## src/rtl/alu_pipe_n_if.sv

```systemverilog
// Purpose : bundle of the ALU issue side (operands, opcode, tag) and result side (R, flags, tag).
// Ports   : master = issuer (drives ACT/operands/STALL, sees BUSY/results); slave = the ALU.
// Params  : W datapath width, DSTWidth tag width, SZW size-code width.
interface alu_pipe_n_if #(
    parameter int W        = 64,
    parameter int DSTWidth = 4,
    parameter int SZW      = 2
);
    logic                ACT;
    logic                BUSY;
    logic                STALL;
    logic [DSTWidth-1:0] DSTi;
    logic [W-1:0]        A;
    logic [W-1:0]        B;
    logic [W-1:0]        C;
    logic [W-1:0]        D;
    logic [SZW-1:0]      SA;
    logic [SZW-1:0]      SB;
    logic [SZW-1:0]      SC;
    logic [SZW-1:0]      SD;
    logic [3:0]          OpCODE;
    logic                CIN;
    logic [W-1:0]        R;
    logic [W/4-1:0]      COUT;
    logic [DSTWidth-1:0] DSTo;
    logic [SZW-1:0]      SR;
    logic                RDY;
    logic                OVR;
    logic                Zero;
    logic                Sign;
    logic                ILL;

    modport master (
        output ACT, STALL, DSTi, A, B, C, D, SA, SB, SC, SD, OpCODE, CIN,
        input  BUSY, R, COUT, DSTo, SR, RDY, OVR, Zero, Sign, ILL
    );

    modport slave (
        input  ACT, STALL, DSTi, A, B, C, D, SA, SB, SC, SD, OpCODE, CIN,
        output BUSY, R, COUT, DSTo, SR, RDY, OVR, Zero, Sign, ILL
    );
endinterface

```

## src/rtl/alu_pipe_n.sv

```systemverilog
// Purpose : elastic two-stage integer ALU (AND/OR/XOR/ADD/SUB/FIELDCOPY/BITCOPY/ANDN) with size masking and tags.
// Latency : 2 cycles accept-to-RDY, 1 op/clk throughput.
// Backpressure: STALL holds the stage-2 result; BUSY rises combinationally when stage 1 is full and cannot drain.
// Ports   : CLK, RESET (async active-low); bus = alu_pipe_n_if.slave carrying ACT/BUSY/STALL, operands A..D,
//           size codes SA..SD, OpCODE, CIN, DSTi in; R, COUT, DSTo, SR, RDY, OVR, Zero, Sign, ILL out.
module alu_pipe_n #(
    parameter int W        = 64,
    parameter int DSTWidth = 4,
    parameter int SZW      = 2
) (
    input  logic        CLK,
    input  logic        RESET,
    alu_pipe_n_if.slave bus
);
    localparam int LW  = $clog2(W);
    localparam int LGS = $clog2(W / 8);
    localparam int NIB = W / 4;
    localparam logic [LW:0] EIGHT = (LW + 1)'(8);
    localparam logic [LW:0] ONE   = (LW + 1)'(1);
    localparam logic [LW:0] W_L   = (LW + 1)'(W);

    // handshake
    logic w_en1, w_en2;
    logic r_v1, r_v2;

    // stage 1 combinational
    logic [SZW-1:0] w_sz_max, w_sr;
    logic [LW:0]    w_n;
    logic [LW-1:0]  w_msb;
    logic [W-1:0]   w_bx;
    logic           w_cx;
    logic [W:0]     w_sum;
    logic [W:0]     w_cv;
    logic [LW-1:0]  w_p;
    logic [LW:0]    w_l;
    logic [W-1:0]   w_lmask, w_fc, w_res;
    logic           w_ill, w_flag_en, w_ovr;
    logic [NIB-1:0] w_cout;

    // stage 1 registers
    logic [W-1:0]          r_res1;
    logic [NIB-1:0]        r_cout1;
    logic                  r_ovr1, r_ill1;
    logic [DSTWidth-1:0]   r_dst1;
    logic [SZW-1:0]        r_sr1;

    // stage 2 combinational
    logic [LW:0]   w_n2;
    logic [LW-1:0] w_msb2;
    logic [W-1:0]  w_r2;

    // stage 2 registers (drive the outputs directly)
    logic [W-1:0]        r_r;
    logic [NIB-1:0]      r_cout;
    logic [DSTWidth-1:0] r_dst;
    logic [SZW-1:0]      r_sr;
    logic                r_ovr, r_zero, r_sign, r_ill;

    assign w_en2    = ~r_v2 | ~bus.STALL;
    assign w_en1    = ~r_v1 | w_en2;
    assign bus.BUSY = ~w_en1;

    // Result size: largest operand size, clamped to the datapath width.
    always_comb begin
        w_sz_max = bus.SA;
        if (bus.SB > w_sz_max) w_sz_max = bus.SB;
        if (bus.SC > w_sz_max) w_sz_max = bus.SC;
        if (bus.SD > w_sz_max) w_sz_max = bus.SD;
        w_sr  = (int'(w_sz_max) > LGS) ? SZW'(LGS) : w_sz_max;
        w_n   = EIGHT << w_sr;
        w_msb = LW'(w_n - ONE);
    end

    // SUB reuses the adder: A + ~B + ~CIN, so CIN=1 acts as a borrow in.
    assign w_bx  = (bus.OpCODE == 4'd4) ? ~bus.B : bus.B;
    assign w_cx  = (bus.OpCODE == 4'd4) ? ~bus.CIN : bus.CIN;
    assign w_sum = {1'b0, bus.A} + {1'b0, w_bx} + {{W{1'b0}}, w_cx};
    // w_cv[k] is the carry into bit k; w_cv[W] is the carry out of the MSB.
    assign w_cv  = {w_sum[W], bus.A ^ w_bx ^ w_sum[W-1:0]};

    // FIELDCOPY: length L may equal W, so the mask is saturated rather than shifted past width.
    assign w_p     = bus.A[LW-1:0];
    assign w_l     = bus.B[LW:0];
    assign w_lmask = (w_l >= W_L) ? {W{1'b1}} : ~({W{1'b1}} << w_l);
    assign w_fc    = (bus.D & ~(w_lmask << w_p)) | ((bus.C & w_lmask) << w_p);

    always_comb begin
        w_res     = '0;
        w_ill     = 1'b0;
        w_flag_en = 1'b0;
        case (bus.OpCODE)
            4'd0:       w_res = bus.A & bus.B;
            4'd1:       w_res = bus.A | bus.B;
            4'd2:       w_res = bus.A ^ bus.B;
            4'd3, 4'd4: begin
                w_res     = w_sum[W-1:0];
                w_flag_en = 1'b1;
            end
            4'd5:       w_res = w_fc;
            4'd6:       w_res = (bus.C & ~bus.B) | (bus.A & bus.B);
            4'd7:       w_res = bus.A & ~bus.B;
            default:    w_ill = 1'b1;
        endcase
    end

    // Nibble carries are taken at full width; only the top slot tracks the operation size.
    always_comb begin
        w_cout = '0;
        w_ovr  = 1'b0;
        if (w_flag_en) begin
            for (int i = 0; i < NIB - 1; i++) begin
                w_cout[i] = w_cv[4*i+4];
            end
            w_cout[NIB-1] = w_cv[w_n];
            w_ovr = (bus.A[w_msb] == w_bx[w_msb]) && (w_sum[w_msb] != bus.A[w_msb]);
        end
    end

    // Stage 2: clear bits at and above N, derive Sign/Zero on the sized result.
    assign w_n2   = EIGHT << r_sr1;
    assign w_msb2 = LW'(w_n2 - ONE);
    assign w_r2   = r_res1 & ~({W{1'b1}} << w_n2);

    always_ff @(posedge CLK or negedge RESET) begin
        if (!RESET) begin
            r_v1    <= 1'b0;
            r_res1  <= '0;
            r_cout1 <= '0;
            r_ovr1  <= 1'b0;
            r_ill1  <= 1'b0;
            r_dst1  <= '0;
            r_sr1   <= '0;
            r_v2    <= 1'b0;
            r_r     <= '0;
            r_cout  <= '0;
            r_dst   <= '0;
            r_sr    <= '0;
            r_ovr   <= 1'b0;
            r_zero  <= 1'b0;
            r_sign  <= 1'b0;
            r_ill   <= 1'b0;
        end else begin
            if (w_en1) begin
                r_v1 <= bus.ACT;
                if (bus.ACT) begin
                    r_res1  <= w_res;
                    r_cout1 <= w_cout;
                    r_ovr1  <= w_ovr;
                    r_ill1  <= w_ill;
                    r_dst1  <= bus.DSTi;
                    r_sr1   <= w_sr;
                end
            end
            if (w_en2) begin
                r_v2 <= r_v1;
                if (r_v1) begin
                    r_r    <= w_r2;
                    r_cout <= r_cout1;
                    r_dst  <= r_dst1;
                    r_sr   <= r_sr1;
                    r_ovr  <= r_ovr1;
                    r_zero <= (w_r2 == '0);
                    r_sign <= r_res1[w_msb2];
                    r_ill  <= r_ill1;
                end
            end
        end
    end

    assign bus.R    = r_r;
    assign bus.COUT = r_cout;
    assign bus.DSTo = r_dst;
    assign bus.SR   = r_sr;
    assign bus.RDY  = r_v2;
    assign bus.OVR  = r_ovr;
    assign bus.Zero = r_zero;
    assign bus.Sign = r_sign;
    assign bus.ILL  = r_ill;
endmodule

```

## src/flat_wrapper.sv

```systemverilog
// flat-port wrapper written by rule: the top's interface ports become plain ports
module alu_pipe_n_flat 
#(
    parameter int W        = 64,
    parameter int DSTWidth = 4,
    parameter int SZW      = 2
)
  (CLK, RESET, bus_ACT, bus_STALL, bus_DSTi, bus_A, bus_B, bus_C, bus_D, bus_SA, bus_SB, bus_SC, bus_SD, bus_OpCODE, bus_CIN, bus_BUSY, bus_R, bus_COUT, bus_DSTo, bus_SR, bus_RDY, bus_OVR, bus_Zero, bus_Sign, bus_ILL);
  alu_pipe_n_if #(.W(W), .DSTWidth(DSTWidth), .SZW(SZW)) bus_i ();
  input  logic CLK;
  input  logic RESET;
  input wire logic [$bits(bus_i.ACT)-1:0] bus_ACT;
  input wire logic [$bits(bus_i.STALL)-1:0] bus_STALL;
  input wire logic [$bits(bus_i.DSTi)-1:0] bus_DSTi;
  input wire logic [$bits(bus_i.A)-1:0] bus_A;
  input wire logic [$bits(bus_i.B)-1:0] bus_B;
  input wire logic [$bits(bus_i.C)-1:0] bus_C;
  input wire logic [$bits(bus_i.D)-1:0] bus_D;
  input wire logic [$bits(bus_i.SA)-1:0] bus_SA;
  input wire logic [$bits(bus_i.SB)-1:0] bus_SB;
  input wire logic [$bits(bus_i.SC)-1:0] bus_SC;
  input wire logic [$bits(bus_i.SD)-1:0] bus_SD;
  input wire logic [$bits(bus_i.OpCODE)-1:0] bus_OpCODE;
  input wire logic [$bits(bus_i.CIN)-1:0] bus_CIN;
  output wire logic [$bits(bus_i.BUSY)-1:0] bus_BUSY;
  output wire logic [$bits(bus_i.R)-1:0] bus_R;
  output wire logic [$bits(bus_i.COUT)-1:0] bus_COUT;
  output wire logic [$bits(bus_i.DSTo)-1:0] bus_DSTo;
  output wire logic [$bits(bus_i.SR)-1:0] bus_SR;
  output wire logic [$bits(bus_i.RDY)-1:0] bus_RDY;
  output wire logic [$bits(bus_i.OVR)-1:0] bus_OVR;
  output wire logic [$bits(bus_i.Zero)-1:0] bus_Zero;
  output wire logic [$bits(bus_i.Sign)-1:0] bus_Sign;
  output wire logic [$bits(bus_i.ILL)-1:0] bus_ILL;
  assign bus_i.ACT = bus_ACT;
  assign bus_i.STALL = bus_STALL;
  assign bus_i.DSTi = bus_DSTi;
  assign bus_i.A = bus_A;
  assign bus_i.B = bus_B;
  assign bus_i.C = bus_C;
  assign bus_i.D = bus_D;
  assign bus_i.SA = bus_SA;
  assign bus_i.SB = bus_SB;
  assign bus_i.SC = bus_SC;
  assign bus_i.SD = bus_SD;
  assign bus_i.OpCODE = bus_OpCODE;
  assign bus_i.CIN = bus_CIN;
  assign bus_BUSY = bus_i.BUSY;
  assign bus_R = bus_i.R;
  assign bus_COUT = bus_i.COUT;
  assign bus_DSTo = bus_i.DSTo;
  assign bus_SR = bus_i.SR;
  assign bus_RDY = bus_i.RDY;
  assign bus_OVR = bus_i.OVR;
  assign bus_Zero = bus_i.Zero;
  assign bus_Sign = bus_i.Sign;
  assign bus_ILL = bus_i.ILL;
  alu_pipe_n #(.W(W), .DSTWidth(DSTWidth), .SZW(SZW)) u_core (.CLK(CLK), .RESET(RESET), .bus(bus_i));
endmodule
```

## config.mk

```make
export PLATFORM = sky130hd
export DESIGN_NAME = alu_pipe_n_flat
export DESIGN_NICKNAME = d
export VERILOG_FILES = /design/src/rtl/alu_pipe_n_if.sv /design/src/rtl/alu_pipe_n.sv /design/src/flat_wrapper.sv
export SDC_FILE = /design/constraint.sdc
export NUM_CORES = 1
export LEC_CHECK = 0
export CORE_UTILIZATION = 40
export DETAILED_ROUTE_END_ITERATION = 8
export MAX_ROUTING_LAYER = met4
export PLACE_DENSITY = 0.69
export SYNTH_ARGS = -nofsm -noshare
export SYNTH_HDL_FRONTEND = slang
export SYNTH_SLANG_ARGS = --single-unit
```

## constraint.sdc

```tcl
create_clock -name CLK -period 4.36 [get_ports CLK]
set_input_delay 0.872 -clock CLK [delete_from_list [all_inputs] [get_ports CLK]]
set_output_delay 0.872 -clock CLK [all_outputs]
set_load 0.005 [all_outputs]
```

==> results of run 1 <==
worst max-delay path, stage by stage:
cell,delay (ps)
buf_6,90
nand2b_4,180
nor3_4,220
buf_12,180
xor2_4,150
fa_2,220
inv_2,40
fa_2,340
and2b_2,260
o2111ai_4,200
a2111oi_4,500
o31ai_4,120
o31a_1,400
o31ai_2,270
buf_4,180
xor2_2,180
a21oi_2,80
o31a_1,160
a21oi_2,130
flip-flops by register name, summed over array words and instances, names as in the netlist, 2 cells and up:
signal and flops:
u_core.bus.COUT 16, u_core.r_res1 64, u_core.r_cout1 16, u_core.bus.SR 2
u_core.bus.R 64, u_core.r_sr1 2, u_core.bus.DSTo 4, u_core.r_dst1 4
worst paths after layout:
kind | from | to | slack (ps) | cells past startpoint
setup / recovery | bus_OpCODE[3] | u_core.r_res1[46] | -30 | 19
hold / removal | RESET | u_core.bus.DSTo[2] | 460 | 1
setup reg to reg | u_core.r_v1 | u_core.r_res1[61] | 1650 | 8
hold reg to reg | u_core.bus.R[54] | u_core.bus.R[54] | 480 | 2
max in group asynchronous | RESET | u_core.r_res1[51] | 2860 | 2
min in group CLK | u_core.bus.R[54] | u_core.bus.R[54] | 480 | 2
per-layer routing:
metal	wire length [microns]	track usage (%)	up-vias
li1	-	-	15639
met1	66240	60.26	17137
met2	71700	71.40	2246
met3	15330	6.753	472
met4	10910	26.06	0
met5	0	-	-
cells in the mapped netlist (all sizes together) (26+ instances only):
library cell	n
clkbuf	189
mux2i	159
mux2	85
ha	265
a221oi	67
inv	182
buf	113
xnor2	96
nor2	230
nand3	62
o211ai	92
o22ai	50
nand2	440
a211oi	54
mux4	26
nor3	51
dfrtp	180
a21o	63
nand4	29
a31oi	52
a21oi	289
o21ai	314
what timing repair did:
item | in CTS | in global routing
resized for setup | 42 | 46
pin swaps | 26 | 25
setup endpoints to repair | 39 | 30
gates cloned | 1 | 0
buffers inserted | 14 | 5
power by group through the flow:
stage	clock, mW	sequential, mW	combinational [mW]
after global placement	0	2.10	4.97
final	1.67	2.09	5.26
after floorplan	0	2.04	2.24
after CTS	1.69	2.08	5.06
after detailed placement	0	2.11	4.98
after global routing	1.75	2.11	5.52
area by class of cell:
cell class                 instances  area, sq um  area share [%]
clock inverter                    15        211.5          0.5337
clock buffer                      17        425.4           1.074
antenna                           10        25.02         0.06316
sequential                       180         4504           11.37
multi-input combinational       2961        21350           53.88
tap                              873         1092           2.757
timing repair buffer            1330        11310           28.56
inverter                         187        701.9           1.772
per-stage QoR:
step,hold slack [ps],cells,cell area [sq um]
after global routing,485.4,5571,39610
after detailed placement,460.0,5512,38450
after floorplan,441.7,3630,27470
final,457.2,5573,39620
after global placement,455.2,5512,38450
after CTS,483.3,5559,39410
logic make-up (layout without fill, tap and decap cells):
kind of cell             Yosys count  after routing
multiplexers                     270            270
AO/OA/AOI/OAI                   1344           1344
flip-flops                       180            180
adder cells (fa/ha/maj)          268            268
other                              0             10
XOR/XNOR                         116            116
AND/OR/NAND/NOR                  963            963
buffers and inverters            489           1549
==> metrics.yaml, run 1 <==
grt:
  grt_max_degree: 85
  overflow: 0
  grt_pass1_wl_mm: 233.5
  grt_pass1_vias: 33551
  grtUsageTotal_pct: 47.17
  grt_antenna_before_repair: 9
routing:
  drtIter0Drc: 4636
  postRouteAntennaNets: 0
  wl_mm: 164.2
  drcViolationCount: 0
  viasPerCell: 6.369
  first_pass_iters: 9
  avgRoutedWirePerCell_microns: 29.46
  vias: 35494
clock_tree:
  root_buffer: "clkbuf_16"
  cts_buffers: 17
  insertion_delay_ps: 470
  clkTransAtPathRegs_ps: 90
  max-clock-path-buffers: 2
  cts_sinks: 180
  h-tree-depth: 4
  cts_hold_buffers: 0
  cts_tree: "done"
sta:
  slew_violations: 0
  fmax_ghz: 0.2276
  worst_pin_slew_ps: 1064
  fin_ws_ps: -33.60
  finalCritPeriodShare_pct: 100.8
  rsz0062_at_grt: "true"
  finalHoldViolations: 0
  min_period_ps: 4394
  setup_viol: 1
  skew_ps: 18.45
  max_slew_margin_pct: 28.55
  fin_setup_tns_ps: -33.60
logic_synthesis:
  synth_xor_area_share_pct: 3.715
  ys_seq_elements: 180
  synth_edf_count: 0
  yosys.area.top_type_share_pct: 16.47
  yosys-top-cells-area: "dfrtp_1, ha_1, nand2_1, mux2i_1, o21ai_0"
  synth_fp_nets: 4174
  synth_area_sq_um: 27350
  yosysWarnings: 0
  muxShareOfSynthArea_pct: 11.51
  synth.avg_cell_area_sq_um: 7.533
  synth_area_leader_cell: "dfrtp_1"
  synth-compound-area-share_pct: 33.16
  synth_ff_type: "dfrtp_1"
  synth-seq-area-share_pct: 16.47
  synth-adder-area-share_pct: 12.31
  postSynthCellCount: 3630
  synth_top_family_by_area: "compound AO/OA/AOI/OAI gates"
  async_reset_ff_share_pct: 100.0
  synth.distinct_cells: 98
  synth-simple-area-share_pct: 15.65
layout:
  final_cell_mix: "buf_4, nand2_1, clkdlybuf4s50_1"
  num-fill-cells: 6297
  layout-drive-gt1-share_pct: 26.57
  area_growth_pct: 44.88
  fin_util_pct: 58.79
  final_nets: 5221
  layout_commonest_cell: "buf_4"
pwr:
  clock_power_share_pct: 18.5
  switchingPower_mw: 3.926
  p_leak_nw: 18.01
  power.density_nw_per_um2: 227.6
  vdd_drop_max_uv: 261.0
  pwr-share-seq_pct: 23.2
  switching_share_pct: 43.55
  combPwrFrac_pct: 58.3
  p_int_mw: 5.089
  p_total_mw: 9.016
place:
  portBuffers: 368
  dp_slack_ps: -1078
  gp_congestion: 1.064
  place_hpwl_mm: 134.8
setup_path:
  arrival_ps: 4790
  cp_max_fo: 6
  setup.worst_path.end_class: "register"
  startpoint_type: "input port"
  critPathRequiredTime_ps: 4760
  path_class: "in2reg"
status:
  status: "complete, but fails checks"
  violations: "setup timing"
floorplan:
  initial_utilization_pct: 40.58
  coreArea_sq_um: 67400
  io_pins: 369
  die_area_sq_um: 69420
  row_count: 95
  die_x_microns: 263.5
  dieHeight_microns: 263.5
min_path:
  holdCritPathClass: "in2async"
flow_run:
  drv_cap: 0
(Power assumes the default switching activity.)
==> run 2, diff against run 1 <==
- CTS_CLUSTER_DIAMETER: unset -> 150
- clock period: 4.36 -> 4.2 ns (I/O delays scaled with it)
==> metrics.yaml, run 2 (synthesis results as in run 1) <==
min_path:
  holdCritPathClass: "in2async"
grt:
  grtUsageTotal_pct: 46.31
  grt_pass1_vias: 33675
  overflow: 0
  grt_pass1_wl_mm: 230.8
  grt_antenna_before_repair: 12
  grt_max_degree: 118
sta:
  finalCritPeriodShare_pct: 100.6
  worst_pin_slew_ps: 1090
  max_slew_margin_pct: 27.31
  finalHoldViolations: 0
  setup_viol: 1
  skew_ps: 14.10
  min_period_ps: 4227
  fin_ws_ps: -27.00
  fmax_ghz: 0.2366
  fin_setup_tns_ps: -27.00
  rsz0062_at_grt: "true"
  slew_violations: 0
setup_path:
  timing.rr.start: "u_core.r_v1"
  path_class: "in2reg"
  startpoint: "bus_OpCODE[3]"
  rr_worst_depth: 10
  cp_cell_sequence: "buf_6 -> nand2b_4 -> nor3_4 -> buf_6 -> buf_12 -> xor2_2 -> fa_2 -> inv_2 -> fa_2 -> and2b_2 -> o2111ai_4 -> a2111oi_4 -> o31ai_4 -> o31a_1 -> o31ai_2 -> buf_4 -> xor2_1 -> a21oi_1 -> o31a_1 -> a21oi_1"
  startpoint_type: "input port"
  cp_max_fo: 5
  crit_slowest_cell: "a2111oi_4"
  crit_path_max_incr_delay_ps: 510
  critPathRequiredTime_ps: 4590
  setup.worst_path.end_class: "register"
  arrival_ps: 4620
routing:
  drcViolationCount: 0
  postRouteAntennaNets: 0
  drtIter0Drc: 4995
  first_pass_iters: 9
  avgRoutedWirePerCell_microns: 28.83
  viasPerCell: 6.370
  wl_mm: 161.9
  vias: 35775
clock_tree:
  clkTransAtPathRegs_ps: 90
  cts_tree: "done"
  cts_sinks: 180
  h-tree-depth: 4
  max-clock-path-buffers: 2
  cts_buffers: 17
  root_buffer: "clkbuf_16"
  insertion_delay_ps: 460
layout:
  layout-drive-gt1-share_pct: 27.85
  final_area_sq_um: 40150
  final_nets: 5264
  layout_commonest_cell: "buf_4"
  regArea_sq_um: 4504
  final_cell_mix: "buf_4, nand2_1, clkdlybuf4s50_1"
  multi_input_area_sq_um: 21530
  area_growth_pct: 46.81
  num-fill-cells: 6255
floorplan:
  row_count: 95
  dieHeight_microns: 263.5
  io_pins: 369
  initial_utilization_pct: 40.58
  die_x_microns: 263.5
  coreArea_sq_um: 67400
  die_area_sq_um: 69420
status:
  status: "complete, but fails checks"
  violations: "setup timing"
place:
  place_hpwl_mm: 132.2
  gp_congestion: 1.092
  portBuffers: 368
  place_area_sq_um: 38640
  dp_slack_ps: -942.1
pwr:
  power.density_nw_per_um2: 233.4
  vdd_drop_max_uv: 302.1
  p_leak_nw: 18.27
  p_total_mw: 9.371
flow_run:
  drv_cap: 0
## run 2: cell count changes in the layout (fill, tap and decap cells not counted), sizes merged
| cell | change |
|---|---|
| buf | +48 |
| dlygate4sd2 | -2 |
| inv | +1 |
| clkinv | -2 |
| clkinvlp | +1 |
| clkbuf | -4 |
| clkdlybuf4s15 | +1 |
## run 2: power by group
part	leakage (nW)	switching [mW]	internal (mW)	total (mW)
logic	15.6	2.96	2.53	5.49
clock network	0.298	0.882	0.825	1.71
registers	2.38	0.219	1.95	2.17
total	18.3	4.06	5.31	9.37
## run 2: critical path, delay by kind of cell
family	cells	cell delay, ps
AOI/OAI and AO/OA	8	1700
xor gates and xnor gates	2	300
adders and majority gates	2	570
buffers and inverters	5	590
and+or+nand+nor	3	580
## run 2: worst paths after layout
| path | endpoint | slack (ps) |
|---|---|---|
| setup / recovery | u_core.r_res1[46] | -30 |
| hold / removal | u_core.r_dst1[0] | 410 |
| setup reg to reg | u_core.r_res1[40] | 1530 |
| hold reg to reg | u_core.bus.R[48] | 480 |
| max in group asynchronous | u_core.r_cout1[4] | 2830 |
| min in group CLK | u_core.bus.R[48] | 480 |
## run 2: repair_timing
item,in CTS,in global routing
cloned,2,0
buffers inserted,14,15
setup endpoints to repair,51,37
hold buffers,0,0
pin swaps,37,48
resized for setup,78,82
## run 2: per-stage QoR
stage	utilization [%]	std cells	hold slack [ps]
finish	59.57	5616	405.3
global route	59.57	5616	449.7
CTS	58.85	5592	428.3
detailed placement	57.33	5544	463.5
global placement	57.33	5544	456.0
floorplan	-	3630	441.7
## run 2: metal layers
metal / vias to the layer above / track usage, % / routed length, microns
met3: 489 / 7.894 / 16660
met4: 0 / 24.26 / 10080
li1: 15707 / - / -
met5: - / - / 0
met1: 17237 / 59.35 / 64960
met2: 2342 / 69.51 / 70230
## run 2: layout make-up
cell class | count | area share [%]
Multi-Input combinational cell | 2961 | 53.64
Timing Repair Buffer | 1373 | 29.06
Sequential cell | 180 | 11.22
Tap cell | 873 | 2.721
Inverter | 187 | 1.748
Clock buffer | 17 | 1.060
Clock inverter | 15 | 0.4924
Antenna cell | 10 | 0.06233
